`src/rtl/tlu_dut_rx_pkg.sv`:
```
// Shared types and sizes for the TLU DUT-side receiver.
// State encoding plus trigger-ID and shift-frame widths.
package tlu_dut_rx_pkg;

    typedef enum logic [1:0] {
        ST_IDLE         = 2'd0,
        ST_WAIT_RELEASE = 2'd1,
        ST_SHIFT        = 2'd2,
        ST_HOLD         = 2'd3
    } tlu_state_t;

    localparam int TLU_ID_BITS    = 15;
    localparam int TLU_SHIFT_BITS = 16;

endpackage

```
`src/rtl/tlu_dut_rx_sync.sv`:
```
// Two-flop synchronizer with rising-edge detect for one asynchronous TLU line.
// Latency: 2 clk_i cycles to sync_o, rise_o is a one-cycle pulse alongside.
// Backpressure: none, free-running.
module tlu_dut_rx_sync (
    input  logic clk_i,
    input  logic rst_n_i,
    input  logic async_i,
    output logic sync_o,
    output logic rise_o
);

    logic meta_q;
    logic sync_q;
    logic prev_q;

    always_ff @(posedge clk_i or negedge rst_n_i) begin
        if (!rst_n_i) begin
            meta_q <= 1'b0;
            sync_q <= 1'b0;
            prev_q <= 1'b0;
        end else begin
            meta_q <= async_i;
            sync_q <= meta_q;
            prev_q <= sync_q;
        end
    end

    assign sync_o = sync_q;
    assign rise_o = sync_q & ~prev_q;

endmodule

```
`src/rtl/tlu_dut_rx.sv`:
```
// DUT-side TLU receiver: trigger handshake, serial ID readout, valid/ready trigger stream.
// Latency: busy one cycle after synced trigger edge; ID valid after 16 TLU_CLOCK periods (MODE 1).
// Backpressure: TRIG_VALID/TRIG_ID hold until TRIG_READY; TLU_BUSY holds while DUT_BUSY. Optional TRIG_TS via TLU_DUT_RX_TIMESTAMP_EN.
module tlu_dut_rx
    import tlu_dut_rx_pkg::*;
#(
    parameter int CLK_DIV = 4,
    parameter int TIMEOUT = 16'hFFFF
) (
    input  logic                   SYS_CLK,
    input  logic                   SYS_RST_N,
    input  logic                   TLU_TRIGGER,
    input  logic                   TLU_RESET,
    output logic                   TLU_BUSY,
    output logic                   TLU_CLOCK,
    input  logic                   ENABLE,
    input  logic                   MODE,
    input  logic                   DUT_BUSY,
    output logic [TLU_ID_BITS-1:0] TRIG_ID,
    output logic                   TRIG_VALID,
    input  logic                   TRIG_READY,
`ifdef TLU_DUT_RX_TIMESTAMP_EN
    output logic [31:0]            TRIG_TS,
`endif
    output logic [31:0]            TRIG_CNT,
    output logic [7:0]             ERR_CNT,
    output logic                   TIMEOUT_ERR
);

    // CLK_DIV must be >= 3 so the synchronizer delay fits inside one high phase.
    localparam logic [7:0]  DIV_LAST = 8'(CLK_DIV - 1);
    localparam logic [15:0] TMO_LAST = 16'(TIMEOUT - 1);
    localparam logic [3:0]  BIT_LAST = 4'(TLU_SHIFT_BITS - 1);

    logic trig_lvl;
    logic trig_rise;
    logic rst_lvl_unused;
    logic rst_rise;

    tlu_dut_rx_sync u_sync_trig (
        .clk_i   (SYS_CLK),
        .rst_n_i (SYS_RST_N),
        .async_i (TLU_TRIGGER),
        .sync_o  (trig_lvl),
        .rise_o  (trig_rise)
    );

    tlu_dut_rx_sync u_sync_rst (
        .clk_i   (SYS_CLK),
        .rst_n_i (SYS_RST_N),
        .async_i (TLU_RESET),
        .sync_o  (rst_lvl_unused),
        .rise_o  (rst_rise)
    );

    tlu_state_t             state_q;
    logic                   busy_q;
    logic                   clk_q;
    logic                   valid_q;
    logic [TLU_ID_BITS-1:0] id_q;
    logic [TLU_ID_BITS-1:0] sr_q;
    logic [31:0]            cnt_q;
    logic [7:0]             err_q;
    logic                   tmo_err_q;
    logic [15:0]            tmo_q;
    logic [7:0]             div_q;
    logic [3:0]             bit_q;

    logic start;
    logic accept;

    assign start  = (state_q == ST_IDLE) & ENABLE & trig_rise;
    assign accept = valid_q & TRIG_READY;

    always_ff @(posedge SYS_CLK or negedge SYS_RST_N) begin
        if (!SYS_RST_N) begin
            state_q   <= ST_IDLE;
            busy_q    <= 1'b0;
            clk_q     <= 1'b0;
            valid_q   <= 1'b0;
            id_q      <= '0;
            sr_q      <= '0;
            cnt_q     <= '0;
            err_q     <= '0;
            tmo_err_q <= 1'b0;
            tmo_q     <= '0;
            div_q     <= '0;
            bit_q     <= '0;
        end else begin
            tmo_err_q <= 1'b0;

            case (state_q)
                ST_IDLE: begin
                    if (start) begin
                        busy_q <= 1'b1;
                        tmo_q  <= '0;
                        if (MODE) begin
                            state_q <= ST_WAIT_RELEASE;
                        end else begin
                            state_q <= ST_HOLD;
                            valid_q <= 1'b1;
                            id_q    <= cnt_q[TLU_ID_BITS-1:0];
                        end
                    end
                end

                ST_WAIT_RELEASE: begin
                    if (!trig_lvl) begin
                        state_q <= ST_SHIFT;
                        clk_q   <= 1'b1;
                        div_q   <= '0;
                        bit_q   <= '0;
                    end else if (tmo_q == TMO_LAST) begin
                        tmo_err_q <= 1'b1;
                        busy_q    <= 1'b0;
                        state_q   <= ST_IDLE;
                        if (err_q != 8'hFF) begin
                            err_q <= err_q + 8'd1;
                        end
                    end else begin
                        tmo_q <= tmo_q + 16'd1;
                    end
                end

                ST_SHIFT: begin
                    if (div_q == DIV_LAST) begin
                        div_q <= '0;
                        if (clk_q) begin
                            // Last high cycle: the TLU's bit has had the full phase to settle.
                            clk_q <= 1'b0;
                            if (bit_q != 4'd0) begin
                                sr_q <= {sr_q[TLU_ID_BITS-2:0], trig_lvl};
                            end
                        end else if (bit_q == BIT_LAST) begin
                            state_q <= ST_HOLD;
                            valid_q <= 1'b1;
                            id_q    <= sr_q;
                        end else begin
                            bit_q <= bit_q + 4'd1;
                            clk_q <= 1'b1;
                        end
                    end else begin
                        div_q <= div_q + 8'd1;
                    end
                end

                ST_HOLD: begin
                    if (!valid_q || TRIG_READY) begin
                        valid_q <= 1'b0;
                        if (!DUT_BUSY) begin
                            state_q <= ST_IDLE;
                            busy_q  <= 1'b0;
                        end
                    end
                end

                default: state_q <= ST_IDLE;
            endcase

            // Counter clear is placed last so it overrides a same-cycle increment.
            if (rst_rise) begin
                cnt_q <= '0;
                err_q <= '0;
            end else if (accept) begin
                cnt_q <= cnt_q + 32'd1;
            end
        end
    end

`ifdef TLU_DUT_RX_TIMESTAMP_EN
    logic [31:0] ts_free_q;
    logic [31:0] ts_q;

    always_ff @(posedge SYS_CLK or negedge SYS_RST_N) begin
        if (!SYS_RST_N) begin
            ts_free_q <= '0;
            ts_q      <= '0;
        end else begin
            ts_free_q <= ts_free_q + 32'd1;
            if (start) begin
                ts_q <= ts_free_q;
            end
        end
    end

    assign TRIG_TS = ts_q;
`endif

    assign TLU_BUSY    = busy_q;
    assign TLU_CLOCK   = clk_q;
    assign TRIG_VALID  = valid_q;
    assign TRIG_ID     = id_q;
    assign TRIG_CNT    = cnt_q;
    assign ERR_CNT     = err_q;
    assign TIMEOUT_ERR = tmo_err_q;

endmodule

```
`config.mk`:
```
export PLATFORM = sky130hd
export DESIGN_NAME = tlu_dut_rx
export DESIGN_NICKNAME = d
export VERILOG_FILES = /design/src/rtl/tlu_dut_rx_pkg.sv /design/src/rtl/tlu_dut_rx_sync.sv /design/src/rtl/tlu_dut_rx.sv
export SDC_FILE = /design/constraint.sdc
export NUM_CORES = 1
export LEC_CHECK = 0
export ABC_AREA = 1
export ABC_CLOCK_PERIOD_IN_PS = 2200
export BUFFER_PORTS_ARGS = -buffer_cell sky130_fd_sc_hd__buf_2
export CAP_MARGIN = 20
export CORE_MARGIN = 2
export CORE_UTILIZATION = 59
export CTS_CLUSTER_DIAMETER = 200
export DETAILED_ROUTE_END_ITERATION = 10
export PLACE_DENSITY = 0.87
export REMOVE_ABC_BUFFERS = 1
export SYNTH_ARGS = -nofsm -noshare
export SYNTH_HDL_FRONTEND = slang
export SYNTH_SLANG_ARGS = --single-unit
```
`constraint.sdc`:
```
create_clock -name SYS_CLK -period 2.2 [get_ports SYS_CLK]
set_clock_uncertainty 0.2 [all_clocks]
set_input_delay 0.11 -clock SYS_CLK [delete_from_list [all_inputs] [get_ports SYS_CLK]]
set_output_delay 0.11 -clock SYS_CLK [all_outputs]
set_load 0.01 [all_outputs]
```
==> results.cfg, run 1 <==
[floorplan]
io_pins = 67
die_y_um = 105
die_width_um = 105
num_rows = 36
initial_core_util_pct = 60.9
dieArea_um2 = 11000
core_area_um2 = 9820

[pwr]
power_switching_share_pct = 39.0
powerDensity_nw_per_um2 = 828
comb_power_share_pct = 32.5
switchingPower_mw = 2.19
sequentialPowerShare_pct = 45.4
pwr-share-clk_pct = 22.1
intPower_mw = 3.42
leakagePower_nw = 3.23
irDropWorstVdd_v = 0.000414

[critical_path]
critPathKind = reg -> reg
reg2reg_slack_ns = 0.21
cp-start-kind = flop
max_stage_delay_ns = 0.44
cp_data_required_time_ns = 2.32
cp_top_family = simple AND/OR/NAND/NOR gates
crit_buf_inv = 1
path_cells = nand2_1 > nor2_1 > nand2_1 > nor2_2 > a21oi_4 > inv_2 > nand2_1 > o21ai_2
regToRegStartpoint = tmo_q[4]$_DFFE_PN0P_
worst_path_max_delay_cell = dfrtp_1
arrival_ns = 2.11
endpoint_kind = flop
crit_fanout = 23
cpMostUsedCell = nand2_1
cp-startpoint = tmo_q[4]$_DFFE_PN0P_

[layout]
fillers = 862
area_growth_pct = 13.4
diodes = 0
drive_gt1_share_pct = 13.2
nets = 913
fin_area_um2 = 6780

[routing]
routedWlPerCell_um = 12.9
drc = 0
antenna_left = 0
drt_first_pass_iters = 5
dr_total_vias = 5453
viasPerCell = 5.26
drt_wl_total_um = 13400
drt_iter0_markers = 424

[placed_design]
dp_hpwl_um = 9610
placed_area_um2 = 6510
pre_cts_slack_ns = 0.180
port-buffer-count = 66
gp_congestion = 0.962

[timing]
setup_ws_ns = 0.207
hold_viol_final = 0
rsz0062_at_grt = no
setup_viol_count_final = 0
fmax_ghz = 0.502
slew_viol_final = 0
max-slew-margin-rel_pct = 43.3
tightest_slew_ns = 0.848
fin_crit_ns = 1.99
finalCritPeriodShare_pct = 90.6

[min_path]
min_from = TRIG_READY
hold_class = in -> reg

[synth]
yosysSeqAreaShare_pct = 46.0
yosysTopAreaCellShare_pct = 46.0
synth-edff-count = 0
synth_top_area_cell = dfrtp_1
synth_common_cells = nand2_1 (251), dfrtp_1 (110), nor2_1 (107), inv_1 (86), nand3_1 (60)
synth.most_common_cell = nand2_1
synth.cell_area_um2 = 5980
synthTopCellsByArea = dfrtp_1 (46%), nand2_1 (16%), nor2_1 (6.7%)
ys_ff_latch = 110
async_flop_share_pct = 100
synthCells = 818
syn_area_per_cell_um2 = 7.31
synthFlopType = dfrtp_1
yosysWarnings = 0
ys_types = 34

[clocking]
insertion_delay_ns = 0.39
clockBufferDepth = 2
clkSinkCount = 110
cts_setup_buffers = 0
clk_pin_slew_ns = 0.11
htreeDepth = 3
cts-root-buf = clkbuf_8
numCtsBuffers = 9
cts_tree = done

[grt]
grt_pass1_vias = 4930
antenna_found_initial = 0
grt_pass1_wl_um = 23000
gr-total-overflow = 0
track_usage_pct = 25.9
grt_max_degree = 93

[status]
status = complete, no violations

[job]
cap_violations = 0
layout make-up:
class	count	area (um2)	area share [%]
sequential	110	2750	40.6
inverter	94	353	5.20
clock inverter	5	48.8	0.720
timing repair buffer	88	528	7.79
multi-input combinational	595	2780	41.0
tap	133	166	2.45
clock buffer	11	151	2.23
timing repair:
item,4_1_cts,5_1_grt
setup endpoints to repair,0,1
gates resized for setup,0,1
hold buffers,7,0
hold endpoints to repair,116,0
metal layers:
layer / share of wire (%) / vias to the layer above / track usage, %
met1: 46 / 2477 / 36.2
met4: 2.9 / 0 / 11.5
met3: 5.5 / 33 / 3.62
li1: - / 2780 / -
met2: 45 / 163 / 40.4
met5: 0 / - / 0
cell families after synthesis:
logic type,count (synthesis),synth area share [%]
mux,1,0.167
compound gates,104,9.54
fa+ha+maj,7,1.46
xor+xnor,17,2.49
buf+inv,113,7.49
flops,110,46.0
simple gates,466,32.8
power groups by stage:
stage	combinational, mW	sequential (mW)	clock (mW)
detailed placement	1.81	2.59	0
global placement	1.78	2.57	0
finish	1.83	2.55	1.24
global route	2.10	2.60	1.34
floorplan	1.09	2.64	0
CTS	1.83	2.55	1.26
through the flow:
stage / utilization, % / hold WS, ns / total power [mW] / instances / TNS, ns
detailed placement: 66.3 / -0.193 / 4.40 / 1013 / 0
floorplan: - / -0.386 / 3.73 / 799 / -0.825
global route: 69.1 / 0.0954 / 6.03 / 1036 / 0
CTS: 69.0 / 0.0487 / 5.64 / 1036 / 0
global placement: 66.3 / -0.193 / 4.36 / 1013 / 0
finish: 69.1 / 0.0583 / 5.62 / 1036 / 0
state kept, by name, summed over array words and instances (netlist names), 2 cells and up:
name / flops
ERR_CNT: 8
bit_q: 4
TRIG_ID: 15
sr_q: 15
TRIG_CNT: 32
state_q: 2
div_q: 8
tmo_q: 16
worst paths after layout:
path                                                 to  depth (start not counted)
setup / recovery                   tmo_q[9]$_DFFE_PN0P_                          8
setup reg to reg                   tmo_q[9]$_DFFE_PN0P_                          8
min in group asynchronous  u_sync_trig.meta_q$_DFF_PN0_                          3
hold / removal                 TRIG_CNT[18]$_DFFE_PN0P_                          5
max in group asynchronous          TLU_BUSY$_DFFE_PN0P_                          3
hold reg to reg             u_sync_rst.sync_o$_DFF_PN0_                          0
placed cells by master, fill, tap and decap left out, drive strengths merged:
master	n
dlygate4sd3	7
nand3b	4
o21ai	80
a22oi	1
xnor2	4
o21bai	5
clkbuf	11
nor4	1
buf	81
a22o	1
a21oi	13
nor2	112
dfrtp	110
o22ai	4
nor3	8
nand2	254
ha	7
nand4	24
mux2i	1
xor2	13
clkinv	3
and2	1
nor3b	2
nand3	60
inv	96
tightest hold or removal path, cell delays in order:
cell and delay [ns]:
buf_2 0.11, nand2_1 0.20, o21bai_1 0.11, nand2_1 0.05
nor2_1 0.03
No activity file was read; power rests on OpenSTA's default activity.
==> run 2: changes to the inputs <==
Settings changed: ABC_CLOCK_PERIOD_IN_PS 2200 to 2400, CORE_UTILIZATION 59 to 60, PLACE_DENSITY 0.87 to 0.88.
Clock period 2.2 ns to 2.4 ns, I/O delays scaled along.
==> run 2 against run 1 <==
  * Worst setup slack better by 0.14 ns
  * Utilization is 0.20 points higher
  * Cell count down 0.68%
  * Critical path type unchanged
  * Critical endpoint is now tmo_q[1]$_DFFE_PN0P_
  * Largest cell class unchanged
==> results.cfg, run 2 (same netlist as run 1, synthesis figures left out) <==
[layout]
drive_gt1_share_pct = 12.3
area.sequential_um2 = 2750
area_growth_pct = 12.7
mostFrequentLayoutCells = nand2_1 (251), dfrtp_1 (110), nor2_1 (107), inv_1 (86), buf_2 (65)
largest_register_ff_count = 32
diodes = 0
fillers = 844
multi_input_area_um2 = 2780
final_common_cell = nand2_1
nets = 906
finalCoreUtilization_pct = 69.3

[critical_path]
max_stage_delay_ns = 0.43
worst_path_max_delay_cell = dfrtp_1
cp_top_family = simple AND/OR/NAND/NOR gates
crit_buf_inv = 2
endpoint_kind = flop
crit_fanout = 23
rr_worst_depth = 10
cpMostUsedCell = nand2_1
critPathKind = reg -> reg
regToRegStartpoint = tmo_q[0]$_DFFE_PN0P_
timing.rr.end = tmo_q[1]$_DFFE_PN0P_
cp_data_required_time_ns = 2.50
cp-start-kind = flop
path_cells = inv_1 > ha_1 > nand2_1 > nor2_1 > nand2_1 > nor2_2 > a21oi_4 > inv_2 > nand2_1 > o21ai_1
arrival_ns = 2.15
reg2reg_slack_ns = 0.35

[timing]
finalCritPeriodShare_pct = 85.4
setup_viol_count_final = 0
rsz0062_at_grt = no
tightest_slew_ns = 0.591
tns_ns = 0
slew_viol_final = 0
hold_viol_final = 0
fin_crit_ns = 2.05
fmax_ghz = 0.488
max-slew-margin-rel_pct = 60.6

[routing]
routedWlPerCell_um = 12.8
viasPerCell = 5.28
drt_first_pass_iters = 5
dr_total_vias = 5435
antenna_left = 0
drt_iter0_markers = 298
drt_wl_total_um = 13100
drc = 0

[min_path]
min_to = TRIG_CNT[18]$_DFFE_PN0P_
hold_class = in -> reg
hold_depth = 5
min_from = TRIG_READY

[pwr]
pwr-share-clk_pct = 23.5
sequentialPowerShare_pct = 45.3
powerDensity_nw_per_um2 = 768
comb_power_share_pct = 31.2
power_switching_share_pct = 37.4
intPower_mw = 3.24
switchingPower_mw = 1.93
leakagePower_nw = 3.19
irDropWorstVdd_v = 0.000498

[grt]
grt_pass1_wl_um = 22900
gr-total-overflow = 0
grt_max_degree = 49
track_usage_pct = 25.8
grt_pass1_vias = 5034
antenna_found_initial = 0

[placed_design]
port-buffer-count = 66
gp_congestion = 0.911
dp_hpwl_um = 9600

[clocking]
htreeDepth = 3
clockBufferDepth = 2
numCtsBuffers = 9
ctsResizeCount = 0
insertion_delay_ns = 0.38
clkSinkCount = 110
cts_tree = done
clk_pin_slew_ns = 0.10
cts-root-buf = clkbuf_8

[floorplan]
num_rows = 36
io_pins = 67
initial_core_util_pct = 61.5
die_width_um = 104
dieArea_um2 = 10800
core_area_um2 = 9730
die_y_um = 104

[status]
status = complete, no violations

[job]
cap_violations = 0
[run 2: cell type report]
type                       count  share of cell area (%)
clock buffer                  11                    1.95
clock inverter                 5                    1.24
tap                          133                    2.47
multi-input combinational    595                    41.2
sequential                   110                    40.8
timing repair buffer          81                    7.02
inverter                      94                    5.24
[run 2: worst register-to-register path: stages (launching register included)]
cell and delay [ns]:
dfrtp_1 0.43, inv_1 0.09, ha_1 0.16, nand2_1 0.08
nor2_1 0.09, nand2_1 0.09, nor2_2 0.19, a21oi_4 0.11
inv_2 0.34, nand2_1 0.10, o21ai_1 0.09
[run 2: timing repair]
action                                 4_1_cts  5_1_grt
setup buffers                                0        0
hold buffers                                 6        0
endpoints found under the hold margin       48        0
[run 2: power groups by stage]
| stage | sequential, mW | clock, mW | combinational (mW) |
|---|---|---|---|
| after floorplan | 2.42 | 0 | 1.00 |
| after global placement | 2.38 | 0 | 1.56 |
| after detailed placement | 2.38 | 0 | 1.61 |
| after CTS | 2.35 | 1.23 | 1.63 |
| after global routing | 2.39 | 1.32 | 1.84 |
| final | 2.35 | 1.22 | 1.62 |
[run 2: worst max path at each step]
stage / startpoint / depth (start not counted) / slack [ns] / endpoint
floorplan: u_sync_rst.prev_q$_DFF_PN0_ / 8 / 0.13 / TRIG_CNT[17]$_DFFE_PN0P_
global route: TRIG_CNT[3]$_DFFE_PN0P_ / 7 / 0.12 / TRIG_CNT[17]$_DFFE_PN0P_
global placement: state_q[0]$_DFFE_PN0P_ / 8 / 0.44 / bit_q[3]$_DFFE_PN0P_
detailed placement: tmo_q[0]$_DFFE_PN0P_ / 9 / 0.41 / tmo_q[13]$_DFFE_PN0P_
finish: tmo_q[0]$_DFFE_PN0P_ / 10 / 0.35 / tmo_q[1]$_DFFE_PN0P_
CTS: tmo_q[0]$_DFFE_PN0P_ / 10 / 0.34 / tmo_q[1]$_DFFE_PN0P_
[run 2: metal layers]
metal | up-vias | global-route usage (%) | part of all wire, %
met2 | 155 | 40.8 | 46
met4 | 0 | 11.9 | 2.7
met5 | - | 0 | 0
met3 | 24 | 3.40 | 4.5
met1 | 2495 | 35.6 | 47
li1 | 2761 | - | -
[run 2: through the flow]
stage	instance area, um2	hold WS (ns)	total power, mW	instances	setup slack (ns)
2_1_floorplan	5880	-0.376	3.42	799	0.130
3_3_place_gp	6460	-0.0417	3.94	1007	0.441
3_5_place_dp	6460	-0.0514	3.99	1007	0.405
4_1_cts	6740	0.0334	5.21	1029	0.340
5_1_grt	6740	0.0913	5.54	1029	0.121
6_report	6740	0.0692	5.18	1029	0.352
==> run 3: changes to the inputs <==
Settings changed: ABC_AREA 1 to unset, PLACE_DENSITY 0.88 to 0.89.
==> run 3 against run 2 <==
  * Sequential power shrank 8.5%
  * Worst hold slack got worse by 0.035 ns
  * Sequential share of layout area rose by 1.9 points
  * Clock-buffer cell count down 1
  * Fmax down 14%
  * Worst setup slack lost 0.34 ns
  * Wire length rose by 1.2%
  * Via count shrank 17%
  * Die area shrank 8.1%
==> results.cfg, run 3 <==
[min_path]
hold_class = in -> reg

[grt]
grt_pass1_vias = 4441
gr-total-overflow = 0
use_met3_pct = 3.23
met2_usage_pct = 46.7
antenna_found_initial = 0
grt_pass1_wl_um = 21700
track_usage_pct = 27.4
grt_max_degree = 61
met1_usage_pct = 36.3
top_usage_layer = met2

[synth]
synth-edff-count = 0
yosysTopAreaCellShare_pct = 50.3
synth.most_common_cell = dfrtp_1
synth_common_cells = dfrtp_1 (110), nor2_1 (62), mux2_2 (36), nand2_1 (36), xor2_1 (28)
synth_top_area_cell = dfrtp_1
async_flop_share_pct = 100
synth.cell_area_um2 = 5470
syn_area_per_cell_um2 = 10.5
synthFlopType = dfrtp_1
ys_types = 54
synthTopCellsByArea = dfrtp_1 (50%), mux2_2 (7.4%), xor2_1 (4.5%)
synthCells = 519
yosysWarnings = 0
yosysSeqAreaShare_pct = 50.3
ys_ff_latch = 110

[placed_design]
dp_hpwl_um = 8710
port-buffer-count = 66
gp_congestion = 0.900

[pwr]
powerDensity_nw_per_um2 = 651
irDropWorstVdd_v = 0.000413
leakagePower_nw = 3.15

[layout]
fillers = 587
drive_gt1_share_pct = 27.0
largest_register_ff_count = 32
mostFrequentLayoutCells = dfrtp_1 (110), buf_2 (65), nor2_1 (62), nand2_1 (36), mux2_2 (29)
area_growth_pct = 17.6
diodes = 0
final_common_cell = dfrtp_1
nets = 625

[timing]
hold_viol_final = 0
finalCritPeriodShare_pct = 99.6
fmax_ghz = 0.418
tns_ns = 0
whs_ns = 0.0343
rsz0062_at_grt = yes
slew_viol_final = 0
max-slew-margin-rel_pct = 39.9
fin_crit_ns = 2.39
setup_viol_count_final = 0
tightest_slew_ns = 0.899

[routing]
dr_total_vias = 4521
drt_iter0_markers = 247
antenna_left = 0
viasPerCell = 6.25
drc = 0
drt_first_pass_iters = 5
drt_wl_total_um = 13300
routedWlPerCell_um = 18.4

[clocking]
insertion_delay_ns = 0.38
clkSinkCount = 110
cts_tree = done
cts-root-buf = clkbuf_8
htreeDepth = 3
clockBufferDepth = 2
clk_pin_slew_ns = 0.11
numCtsBuffers = 9

[floorplan]
initial_core_util_pct = 62.5
dieArea_um2 = 9900
num_rows = 34
core_area_um2 = 8760
io_pins = 67
die_y_um = 99.5
die_width_um = 99.5

[critical_path]
endpoint = TRIG_ID[10]$_DFFE_PN0P_
timing.rr.end = TRIG_ID[10]$_DFFE_PN0P_
rr_worst_depth = 7
endpoint_kind = flop
critPathKind = reg -> reg
regToRegStartpoint = div_q[0]$_DFFE_PN0P_
cp-startpoint = div_q[0]$_DFFE_PN0P_
cp-start-kind = flop
reg2reg_slack_ns = 0.009
crit_fanout = 7
cp_data_required_time_ns = 2.48
arrival_ns = 2.47

[job]
cap_violations = 0

[status]
status = complete, no violations
## run 3: cell count changes after synthesis, moves of 8 or more
cell     previous run  this run
nor4_1              1        10
xnor2_1             4        21
nand2_1           251        36
and3_1              0        17
xor2_1             13        28
mux2_2              0        36
inv_1              86         9
nor2_1            107        62
and4_1              0         8
o21ai_0            55        19
mux2_4              0        10
nand3_1            60        24
o21ai_1            21         2
## run 3: critical path, stage by stage, from the launching register on
cell and delay (ns):
dfrtp_1 0.38, ha_2 0.20, or4b_4 0.49, or2_4 0.26, nor3_4 0.16, a21oi_4 0.12
clkbuf_16 0.19, mux2_4 0.29
## run 3: worst min path at each step
stage,from,to,slack [ns],depth (start not counted)
after floorplan,SYS_RST_N,ERR_CNT[0]$_DFFE_PN0P_,-0.38,0
after global routing,DUT_BUSY,state_q[1]$_DFFE_PN0P_,0.06,4
after CTS,DUT_BUSY,state_q[1]$_DFFE_PN0P_,0.02,4
after detailed placement,SYS_RST_N,u_sync_trig.meta_q$_DFF_PN0_,-0.17,1
final,DUT_BUSY,state_q[1]$_DFFE_PN0P_,0.03,4
after global placement,SYS_RST_N,u_sync_trig.meta_q$_DFF_PN0_,-0.17,1
## run 3: cells by family (layout without fill, tap and decap cells)
| kind of cell | Yosys count | count (layout) | share of synthesized area, % |
|---|---|---|---|
| buf+inv | 26 | 122 | 2.01 |
| compound gates | 58 | 58 | 6.95 |
| flops | 110 | 110 | 50.3 |
| xor+xnor | 49 | 49 | 7.84 |
| simple gates | 222 | 222 | 21.0 |
| fa+ha+maj | 7 | 7 | 1.60 |
| mux | 47 | 47 | 10.3 |
## run 3: what timing repair did
action	CTS	global route
pin swaps	4	3
hold buffers	6	0
gates cloned	1	1
resized for setup	4	12
setup endpoints to repair	14	37
setup buffers	2	2
endpoints found under the hold margin	114	0
## run 3: power by group
part           total (mW)  leakage, nW  switching [mW]  internal (mW)
sequential           2.15         1.51           0.168           1.98
combinational       0.938         1.55           0.546          0.392
clock                1.10       0.0875           0.680          0.421
total                4.19         3.15            1.39           2.79
## run 3: per-layer routing
layer  part of all wire, %  routed length, um
met1                    42               5550
met2                    51               6750
met3                   5.2                688
met4                   2.2                295
met5                     0                  0
## run 3: through the flow
step / std cells / total power, mW / worst slack, ns / cell area, um2 / utilization, %
3_3_place_gp: 695 / 2.95 / 0.0241 / 6050 / 69.0
5_1_grt: 723 / 4.39 / -0.102 / 6440 / 73.5
2_1_floorplan: 502 / 2.68 / -0.0803 / 5400 / -
4_1_cts: 720 / 4.13 / 0.00185 / 6350 / 72.5
6_report: 723 / 4.19 / 0.00859 / 6440 / 73.5
3_5_place_dp: 695 / 3.00 / -0.0383 / 6050 / 69.0
## run 3: cell type report
cell class	instances	area [um2]	area share (%)
sequential	110	2750	42.8
multi-input combinational	383	2670	41.5
timing repair buffer	97	657	10.2
clock buffer	10	138	2.14
tap	108	135	2.10
clock inverter	6	51.3	0.797
inverter	9	33.8	0.525
